===== config.mk =====
export PLATFORM = sky130hd
export DESIGN_NAME = cavlc_coeff_scanner
export DESIGN_NICKNAME = d
export VERILOG_FILES = /design/src/rtl/cavlc_coeff_scanner.sv
export SDC_FILE = /design/constraint.sdc
export NUM_CORES = 1
export LEC_CHECK = 0
export CAP_MARGIN = 20
export CORE_MARGIN = 2
export CORE_UTILIZATION = 45
export CTS_CLUSTER_DIAMETER = 120
export DETAILED_ROUTE_END_ITERATION = 7
export PLACE_DENSITY = 0.82
export SLEW_MARGIN = 20
export SYNTH_ARGS = -nofsm -noshare
export SYNTH_HDL_FRONTEND = slang
export SYNTH_SLANG_ARGS = --single-unit

===== constraint.sdc =====
create_clock -name clk -period 6.6 [get_ports clk]
set_clock_uncertainty 0.05 [all_clocks]
set_input_delay 0.99 -clock clk [delete_from_list [all_inputs] [get_ports clk]]
set_output_delay 0.99 -clock clk [all_outputs]
set_load 0.03 [all_outputs]

===== src/rtl/cavlc_coeff_scanner.sv =====
// cavlc_coeff_scanner: serial reverse-zigzag CAVLC statistics engine for one residual block.
// Define CAVLC_ZERO_BLOCK_BYPASS_EN to send all-zero blocks straight to DONE without scanning.
module cavlc_coeff_scanner #(
  parameter int COEFF_W = 8,
  parameter int TAG_W   = 20
) (
  input  logic                  clk,
  input  logic                  rst,
  input  logic                  in_valid,
  output logic                  in_ready,
  input  logic [1:0]            in_mode,
  input  logic [16*COEFF_W-1:0] in_coeff,
  input  logic [TAG_W-1:0]      in_tag,
  output logic                  out_valid,
  input  logic                  out_ready,
  output logic [4:0]            total_coeff,
  output logic [1:0]            trailing_ones,
  output logic [2:0]            t1_sign,
  output logic [4:0]            total_zeros,
  output logic [16*COEFF_W-1:0] level_list,
  output logic [16*4-1:0]       run_list,
  output logic [TAG_W-1:0]      out_tag
);
  typedef enum logic [1:0] {IDLE, SCAN, DONE} state_t;
  state_t state, state_nx;

  logic [15:0][COEFF_W-1:0] in_arr, coeff_q, level_q;
  logic [15:0][3:0]         run_q;
  logic [1:0]               mode_q, mode_in;
  logic [3:0]               idx, idx_init, pos, raster;
  logic                     seen, t1_open;
  logic [3:0]               zrun, zrun_nx;
  logic [4:0]               tc_q, tc_nx, tz_q;
  logic [1:0]               t1_q;
  logic [2:0]               sign_q;
  logic [TAG_W-1:0]         tag_q;
  logic [COEFF_W-1:0]       x;
  logic                     x_nz, x_abs1, accept, skip_scan;

  function automatic logic [3:0] zigzag(input logic [3:0] p);
    case (p)
      4'd0:  zigzag = 4'd0;
      4'd1:  zigzag = 4'd1;
      4'd2:  zigzag = 4'd4;
      4'd3:  zigzag = 4'd8;
      4'd4:  zigzag = 4'd5;
      4'd5:  zigzag = 4'd2;
      4'd6:  zigzag = 4'd3;
      4'd7:  zigzag = 4'd6;
      4'd8:  zigzag = 4'd9;
      4'd9:  zigzag = 4'd12;
      4'd10: zigzag = 4'd13;
      4'd11: zigzag = 4'd10;
      4'd12: zigzag = 4'd7;
      4'd13: zigzag = 4'd11;
      4'd14: zigzag = 4'd14;
      default: zigzag = 4'd15;
    endcase
  endfunction

  assign in_arr   = in_coeff;
  assign in_ready = (state == IDLE) && !rst;
  assign accept   = in_valid && in_ready;

  always_comb begin
    mode_in = (in_mode == 2'd3) ? 2'd0 : in_mode;
    case (mode_in)
      2'd1:    idx_init = 4'd14;
      2'd2:    idx_init = 4'd3;
      default: idx_init = 4'd15;
    endcase
    pos     = (mode_q == 2'd1) ? idx + 4'd1 : idx;
    raster  = (mode_q == 2'd2) ? idx : zigzag(pos);
    x       = coeff_q[raster];
    x_nz    = |x;
    // Most-negative value differs from both 1 and all-ones, so it never counts as a trailing one.
    x_abs1  = (x == COEFF_W'(1)) || (x == '1);
    tc_nx   = tc_q + {4'd0, x_nz};
    zrun_nx = x_nz ? '0 : (seen ? zrun + 4'd1 : zrun);
  end

`ifdef CAVLC_ZERO_BLOCK_BYPASS_EN
  logic any_nz;
  always_comb begin
    any_nz = 1'b0;
    for (int unsigned i = 0; i < 16; i++)
      if ((mode_in == 2'd0) || (mode_in == 2'd1 && i != 0) || (mode_in == 2'd2 && i < 4))
        any_nz = any_nz | (|in_arr[i]);
  end
  assign skip_scan = !any_nz;
`else
  assign skip_scan = 1'b0;
`endif

  always_comb begin
    state_nx = state;
    case (state)
      IDLE: if (accept) state_nx = skip_scan ? DONE : SCAN;
      SCAN: if (idx == 4'd0) state_nx = DONE;
      DONE: if (out_ready) state_nx = IDLE;
      default: state_nx = IDLE;
    endcase
  end

  always_ff @(posedge clk) begin
    if (rst) state <= IDLE;
    else     state <= state_nx;
  end

  always_ff @(posedge clk) begin
    if (rst) begin
      coeff_q <= '0;
      mode_q  <= '0;
      tag_q   <= '0;
      idx     <= '0;
      seen    <= 1'b0;
      t1_open <= 1'b0;
      zrun    <= '0;
      tc_q    <= '0;
      tz_q    <= '0;
      t1_q    <= '0;
      sign_q  <= '0;
      level_q <= '0;
      run_q   <= '0;
    end else if (accept) begin
      coeff_q <= in_arr;
      mode_q  <= mode_in;
      tag_q   <= in_tag;
      idx     <= idx_init;
      seen    <= 1'b0;
      t1_open <= 1'b1;
      zrun    <= '0;
      tc_q    <= '0;
      tz_q    <= '0;
      t1_q    <= '0;
      sign_q  <= '0;
      level_q <= '0;
      run_q   <= '0;
    end else if (state == SCAN) begin
      idx  <= idx - 4'd1;
      zrun <= zrun_nx;
      tc_q <= tc_nx;
      if (x_nz) begin
        seen             <= 1'b1;
        level_q[tc_q[3:0]] <= x;
        if (tc_q != 5'd0) run_q[4'(tc_q - 5'd1)] <= zrun;
        if (t1_open && x_abs1 && t1_q != 2'd3) begin
          sign_q <= sign_q | (3'(x[COEFF_W-1]) << t1_q);
          t1_q   <= t1_q + 2'd1;
        end else begin
          t1_open <= 1'b0;
        end
      end else if (seen) begin
        tz_q <= tz_q + 5'd1;
      end
      // Last position closes the run of the lowest-frequency level; later NBA overrides the one above.
      if (idx == 4'd0 && tc_nx != 5'd0) run_q[4'(tc_nx - 5'd1)] <= zrun_nx;
    end
  end

  assign out_valid     = (state == DONE);
  assign total_coeff   = tc_q;
  assign trailing_ones = t1_q;
  assign t1_sign       = sign_q;
  assign total_zeros   = tz_q;
  assign level_list    = level_q;
  assign run_list      = run_q;
  assign out_tag       = tag_q;
endmodule


==> flow_metrics.env, run 1 <==
export IMPL_status="finished, final reports clean"
export IMPL_cp_arrival_ns=6.57
export IMPL_gp_congestion=0.927
export IMPL_cp_required_ns=6.97
export IMPL_ir_drop_mv=0.263
export IMPL_cts_buffer_depth=3
export IMPL_synth_area_sq_um=15700
export IMPL_gr_usage_met3_pct=4.99
export IMPL_cts_root_buffer="clkbuf_16"
export IMPL_nets=2091
export IMPL_cts_tree="built"
export IMPL_die_w_microns=191
export IMPL_wirelength_microns=51500
export IMPL_holdPathEnd="level_list[24]$_SDFFE_PP0P_"
export IMPL_synthesis_instances=1615
export IMPL_wl_per_cell_microns=21.3
export IMPL_clkTransAtPathRegs_ns=0.06
export IMPL_synth_nets=1777
export IMPL_core_area_sq_um=34400
export IMPL_overflow=0
export IMPL_gr_usage_all_layers_pct=27.5
export IMPL_synth_top_area_cell="dfxtp_1"
export IMPL_synth_top_area_share_pct=47.2
export IMPL_hpwl_microns=36600
export IMPL_slew_headroom_pct=32.1
export IMPL_ys_types=75
export IMPL_viasPerCell=6.06
export IMPL_rows=68
export IMPL_r2r_start="idx[0]$_SDFFE_PP0P_"
export IMPL_drv_slew=0
export IMPL_power_leakage_uw=0.00762
export IMPL_rsz0062_at_grt="no"
export IMPL_min_from="level_list[24]$_SDFFE_PP0P_"
export IMPL_fin_crit_ns=6.20
export IMPL_use_met1_pct=35.1
export IMPL_ys_flop_type="dfxtp_1"
export IMPL_tightest_slew_ns=1.02
export IMPL_synth_seq_cells=369
export IMPL_max_freq_mhz=161
export IMPL_r2r_slack_ns=0.40
export IMPL_synthArstFlopShare_pct=0
export IMPL_drt_iter0_markers=1438
export IMPL_antenna_found_initial=0
export IMPL_synth_warnings=0
export IMPL_synth_simple_gate_area_share_pct=14.6
export IMPL_timing_setup_tns_ns=0
export IMPL_h_tree_depth=2
export IMPL_syn_to_final_growth_pct=34.2
export IMPL_end_kind="register"
export IMPL_grt_pass1_wl_microns=78800
export IMPL_powerDensity_nw_per_um2=297
export IMPL_dr_pass1_iters=6
export IMPL_die_area_sq_um=36300
export IMPL_synthMuxAreaShare_pct=7.56
export IMPL_synth_seq_area_share_pct=47.2
export IMPL_hp_class="register to register"
export IMPL_maxCapViolCount=0
export IMPL_placed_area_sq_um=19700
export IMPL_r2r_cells=24
export IMPL_whs_path_depth=2
export IMPL_synth_top_family_by_area="compound AO/OA/AOI/OAI gates"
export IMPL_die_h_microns=191
export IMPL_grt_max_degree=137
export IMPL_diodes=0
export IMPL_synth_area_top_cells="dfxtp_1 (47%), a22o_1 (8.3%), a31o_2 (6.0%)"
export IMPL_yosys_area_share_xor_xnor_pct=1.51
export IMPL_grt_use_met2_pct=45.3
export IMPL_grt_pass1_vias=14000
export IMPL_io_pin_count=383
export IMPL_syn_avg_cell_area_sq_um=9.70
export IMPL_cts_num_sinks=369
export IMPL_r2r_end="run_list[7]$_SDFFE_PP0P_"
export IMPL_layoutNonFillerInstCount=2413
export IMPL_io_buffer_count=382
export IMPL_worst_setup_path_type="register to register"
export IMPL_vias=14600
export IMPL_insertion_delay_ns=0.54
export IMPL_drive_gt1_share_pct=13.9
export IMPL_start_util_pct=45.6
export IMPL_fin_area_sq_um=21000
export IMPL_synth_compound_area_share_pct=24.4
export IMPL_cts_buffers=39
export IMPL_worstPathMaxFanout=19
export IMPL_busiest_layer="met2"
export IMPL_finalCritPeriodShare_pct=94.0
export IMPL_hold_violations=0
export IMPL_synth_edff_count=0
export IMPL_drc_errors=0
export IMPL_ant_nets=0
export IMPL_dp_cells=2341
export IMPL_cp_start_kind="register"
export IMPL_setup_viol=0
export IMPL_synth_fa_ha_area_share_pct=0.639
==> through the flow <==
step	hold slack [ns]	setup slack [ns]	utilization [%]	total power [uW]
detailed placement	0.402	0.0962	57.3	4050
floorplan	0.394	0.321	-	3610
finish	0.402	0.399	61.2	6240
global route	0.429	0.0387	61.2	6480
global placement	0.397	0.345	57.3	4020
CTS	0.410	0.0699	61.1	6240
==> metal layers <==
metal	vias to the layer above	wire length [microns]
li1	6670	-
met1	6990	20300
met2	789	24400
met3	165	4300
met4	0	2460
met5	-	0
==> sequential cells by signal, indices dropped and copies added (netlist names) <==
name,count
coeff_q,128
idx,4
level_list,128
mode_q,2
out_tag,20
run_list,64
seen,1
state,2
t1_open,1
t1_sign,3
total_coeff,5
total_zeros,5
trailing_ones,2
zrun,4
==> Yosys cell counts (all sizes together), types with 32 or more instances <==
library cell and count:
buf 37, o21ai 53, clkbuf 100, dfxtp 369, nor3 32, mux2i 44, o22ai 48, a21oi 59
a31o 108, nor2 195, a22o 148, nand3 69, nand2 99
==> cells by family (layout without fill, tap and decap cells) <==
group | after synthesis | count (layout)
AOI/OAI and AO/OA | 502 | 502
and+or+nand+nor | 479 | 479
DFF | 369 | 369
buffers and inverters | 150 | 493
muxes | 80 | 80
xor gates and xnor gates | 27 | 27
adders and majority gates | 8 | 8
==> worst max-delay path by stage <==
stage	start	to	slack, ns	cells after the start
2_1_floorplan	idx[0]$_SDFFE_PP0P_	run_list[60]$_SDFFE_PP0P_	0.32	28
3_3_place_gp	idx[0]$_SDFFE_PP0P_	run_list[1]$_SDFFE_PP0P_	0.35	23
3_5_place_dp	idx[0]$_SDFFE_PP0P_	run_list[1]$_SDFFE_PP0P_	0.1	23
4_1_cts	idx[0]$_SDFFE_PP0P_	run_list[1]$_SDFFE_PP0P_	0.07	23
5_1_grt	idx[0]$_SDFFE_PP0P_	run_list[18]$_SDFFE_PP0P_	0.04	23
6_report	idx[0]$_SDFFE_PP0P_	run_list[7]$_SDFFE_PP0P_	0.40	24
==> what timing repair did <==
| item | CTS | global route |
|---|---|---|
| hold buffers | 0 | 0 |
| gates resized for setup | 0 | 4 |
| setup endpoints to repair | 0 | 57 |
| setup buffers | 0 | 2 |
==> power breakdown <==
part           internal [uW]  switching [uW]
Clock                   1300             898
Combinational            598            1010
Sequential              2340            98.4
Total                   4240            2000
==> layout make-up <==
class | instances | area (sq um)
clock inverter | 14 | 165
fill | 2826 | 13400
tap | 455 | 569
sequential | 369 | 7390
timing repair buffer | 410 | 4060
inverter | 13 | 51.3
multi-input combinational | 1096 | 7670
clock buffer | 56 | 1120
==> placed cells by master, fill, tap and decap left out, types with 7 or more instances in the layout <==
master,netlist,routed
xor2_1,7,7
a22o_1,148,148
clkdlybuf4s50_1,0,382
or3_1,7,7
nand4_1,10,10
dfxtp_1,369,368
mux2i_1,44,44
clkbuf_16,0,40
nand3_1,54,54
a31oi_1,9,9
o221ai_1,11,11
nand3_2,15,15
ha_1,8,8
inv_1,12,12
clkbuf_1,100,10
nor3_1,30,29
and3_1,12,12
clkinv_2,0,7
o22ai_1,48,48
mux4_2,30,30
xnor2_1,20,20
buf_4,1,26
nand2b_1,14,13
o21ai_0,50,50
nand2_1,96,95
o211ai_1,16,16
a21oi_1,59,57
a31o_2,107,107
nor2_1,193,193
nor2b_1,10,9
==> worst max-delay path, stage by stage (launching register included) <==
cell     delay [ns]
dfxtp_2        0.48
inv_1          0.16
ha_1           0.36
mux2_2         0.22
ha_1           0.17
o21ai_0        0.08
a31o_2         0.24
a32oi_1        0.19
a41o_2         0.28
buf_12         0.21
mux4_2         0.55
nor3_1         0.21
nor3_1         0.11
nor3_2         0.21
and4_2         0.33
inv_4          0.04
ha_1           0.20
ha_1           0.38
or2_2          0.34
xnor2_1        0.32
nand2_1        0.18
nor2_1         0.33
nor3_1         0.12
a32oi_1        0.20
o22ai_1        0.10
(Power assumes the default switching activity.)
==> run 2: changes to the inputs <==
ABC_AREA = 1   (was not set)
CAP_MARGIN = not set   (was 20)
CORE_UTILIZATION = 46   (was 45)
==> run 2 against run 1 <==
  * Combinational power grew 57%
  * Global-route usage grew 1.4 points
  * Maximum frequency rose by 0.40%
  * Clock power increased by 2%
  * Synthesized cell count up 55%
  * Wire length grew 13%
  * Critical endpoint is now run_list[52]$_SDFFE_PP0P_
  * Largest cell class unchanged
  * Largest power group is now combinational cells
==> flow_metrics.env, run 2 <==
export IMPL_placed_area_sq_um=21000
export IMPL_syn_avg_cell_area_sq_um=6.80
export IMPL_synth_common_cells="nand2_1 (758), dfxtp_1 (369), nand3_1 (348)"
export IMPL_fill_cells=3150
export IMPL_synth_simple_gate_area_share_pct=30.8
export IMPL_cts_tree="built"
export IMPL_tightest_slew_ns=1.19
export IMPL_ys_flop_type="dfxtp_1"
export IMPL_r2r_slack_ns=0.42
export IMPL_grt_use_met2_pct=47.0
export IMPL_dr_pass1_iters=6
export IMPL_mostFrequentLayoutCells="nand2_1 (758), clkdlybuf4s50_1 (382), dfxtp_1 (369)"
export IMPL_cp_required_ns=6.98
export IMPL_fin_crit_ns=6.18
export IMPL_ant_nets=0
export IMPL_h_tree_depth=2
export IMPL_vias=18400
export IMPL_multi_input_area_sq_um=8160
export IMPL_cts_root_buffer="clkbuf_16"
export IMPL_cp_arrival_ns=6.56
export IMPL_r2r_start="idx[0]$_SDFFE_PP0P_"
export IMPL_synth_fa_ha_area_share_pct=0.588
export IMPL_busiest_layer="met2"
export IMPL_synth_area_sq_um=17000
export IMPL_synth_compound_area_share_pct=15.9
export IMPL_wirelength_microns=58300
export IMPL_worstPathMaxFanout=32
export IMPL_die_w_microns=196
export IMPL_synthesis_instances=2504
export IMPL_yosys_area_share_xor_xnor_pct=0.412
export IMPL_use_met1_pct=36.5
export IMPL_wl_per_cell_microns=17.7
export IMPL_diodes=0
export IMPL_core_area_sq_um=36500
export IMPL_powerDensity_nw_per_um2=323
export IMPL_gp_congestion=0.915
export IMPL_synthArstFlopShare_pct=0
export IMPL_power_leakage_uw=0.00835
export IMPL_final_common_cell="nand2_1"
export IMPL_gr_usage_met3_pct=5.73
export IMPL_drt_iter0_markers=1693
export IMPL_worst_setup_path_type="register to register"
export IMPL_synth_seq_area_share_pct=43.4
export IMPL_io_pin_count=383
export IMPL_worstSetupEndpoint="run_list[52]$_SDFFE_PP0P_"
export IMPL_hold_violations=0
export IMPL_synthMuxAreaShare_pct=0
export IMPL_finalCritPeriodShare_pct=93.6
export IMPL_ctsHoldBuffers=0
export IMPL_cp_slowest_cell="inv_1"
export IMPL_overflow=0
export IMPL_maxCapViolCount=0
export IMPL_drv_slew=0
export IMPL_rows=70
export IMPL_cts_buffers=40
export IMPL_r2r_cells=33
export IMPL_cts_buffer_depth=3
export IMPL_max_freq_mhz=162
export IMPL_min_from="t1_sign[2]$_SDFFE_PP0P_"
export IMPL_drc_errors=0
export IMPL_grt_max_degree=204
export IMPL_startpoint="idx[0]$_SDFFE_PP0P_"
export IMPL_ys_types=34
export IMPL_dp_cells=3228
export IMPL_clkTransAtPathRegs_ns=0.06
export IMPL_drive_gt1_share_pct=4.66
export IMPL_antenna_found_initial=0
export IMPL_synth_seq_cells=369
export IMPL_viasPerCell=5.57
export IMPL_fin_area_sq_um=22300
export IMPL_grt_pass1_wl_microns=89900
export IMPL_yosysMostFrequentCell="nand2_1"
export IMPL_rsz0062_at_grt="no"
export IMPL_synth_top_area_share_pct=43.4
export IMPL_synth_edff_count=0
export IMPL_ir_drop_mv=0.202
export IMPL_synth_warnings=0
export IMPL_whs_ns=0.406
export IMPL_die_h_microns=196
export IMPL_cp_common_cell="nand2_1"
export IMPL_synth_top_area_cell="dfxtp_1"
export IMPL_syn_to_final_growth_pct=31.1
export IMPL_r2r_end="run_list[52]$_SDFFE_PP0P_"
export IMPL_die_area_sq_um=38600
export IMPL_io_buffer_count=382
export IMPL_cp_start_kind="register"
export IMPL_layoutNonFillerInstCount=3302
export IMPL_total_power_uw=7220
export IMPL_end_kind="register"
export IMPL_synth_top_family_by_area="simple AND/OR/NAND/NOR gates"
export IMPL_slowest_delay_ns=0.85
export IMPL_hpwl_microns=38400
export IMPL_insertion_delay_ns=0.54
export IMPL_setup_viol=0
export IMPL_gr_usage_all_layers_pct=28.9
export IMPL_nets=2967
export IMPL_start_util_pct=46.6
export IMPL_synth_area_top_cells="dfxtp_1 (43%), nand2_1 (17%), nand3_1 (10%)"
export IMPL_regArea_sq_um=7390
export IMPL_slew_headroom_pct=20.7
export IMPL_hp_class="register to register"
export IMPL_status="finished, final reports clean"
export IMPL_cts_num_sinks=369
export IMPL_synth_nets=2666
export IMPL_timing_setup_tns_ns=0
export IMPL_grt_pass1_vias=17200
## run 2: cell count changes after synthesis, moves of 44 or more
cell and change:
inv_1 +202, mux2i_1 -44, o22ai_1 -48, a21oi_1 +224, nand2_1 +662, a22o_1 -128, o21ai_0 +157, nand3_1 +294
nor2_1 -118, a31o_2 -107
## run 2: through the flow
step	util, %	setup WS [ns]
3_3_place_gp	57.4	0.775
3_5_place_dp	57.4	0.405
6_report	61.1	0.424
2_1_floorplan	-	1.84
4_1_cts	61.0	0.399
5_1_grt	61.1	0.000705
## run 2: timing repair
action	in CTS	in global routing
buffers inserted	0	2
endpoints found under the setup margin	0	51
gates resized for setup	0	3
hold endpoints to repair	0	0
## run 2: worst min path at each step
| stage | to | slack, ns | cells after the start |
|---|---|---|---|
| after floorplan | t1_open$_SDFFE_PP0P_ | 0.39 | 2 |
| after global placement | t1_sign[2]$_SDFFE_PP0P_ | 0.39 | 2 |
| after detailed placement | t1_sign[2]$_SDFFE_PP0P_ | 0.40 | 2 |
| after CTS | t1_sign[2]$_SDFFE_PP0P_ | 0.41 | 2 |
| after global routing | t1_sign[2]$_SDFFE_PP0P_ | 0.42 | 2 |
| final | t1_sign[2]$_SDFFE_PP0P_ | 0.41 | 2 |
## run 2: power by group
| group | switching (uW) | total (uW) | internal, uW |
|---|---|---|---|
| combinational | 1840 | 2530 | 689 |
| clock | 925 | 2240 | 1320 |
| sequential | 76.8 | 2450 | 2370 |
## run 2: worst max-delay path: cells and delay by family (launching register included)
family / cells / cell delay, ns
AO/OA/AOI/OAI: 3 / 0.44
AND/OR/NAND/NOR: 19 / 2.33
flip-flops: 1 / 0.45
adder cells (fa/ha/maj): 3 / 0.68
buffers and inverters: 7 / 1.78
XOR/XNOR: 1 / 0.29
## run 2: layout make-up
class / instances / area share (%)
Sequential cell: 369 / 33.1
Tap cell: 468 / 2.62
Clock buffer: 56 / 5.25
Timing Repair Buffer: 405 / 18.0
Multi-Input combinational cell: 1767 / 36.6
Clock inverter: 15 / 0.617
Inverter: 222 / 3.78
## run 2: logic make-up after synthesis
| family | Yosys count |
|---|---|
| simple gates | 1230 |
| compound gates | 520 |
| buf+inv | 369 |
| flops | 369 |
| xor+xnor | 8 |
| fa+ha+maj | 8 |
## run 2: metal layers
layer | vias to the layer above | part of all wire, %
met5 | - | 0
met4 | 0 | 4.9
met3 | 170 | 9.5
met2 | 981 | 45
met1 | 8477 | 40
li1 | 8749 | -
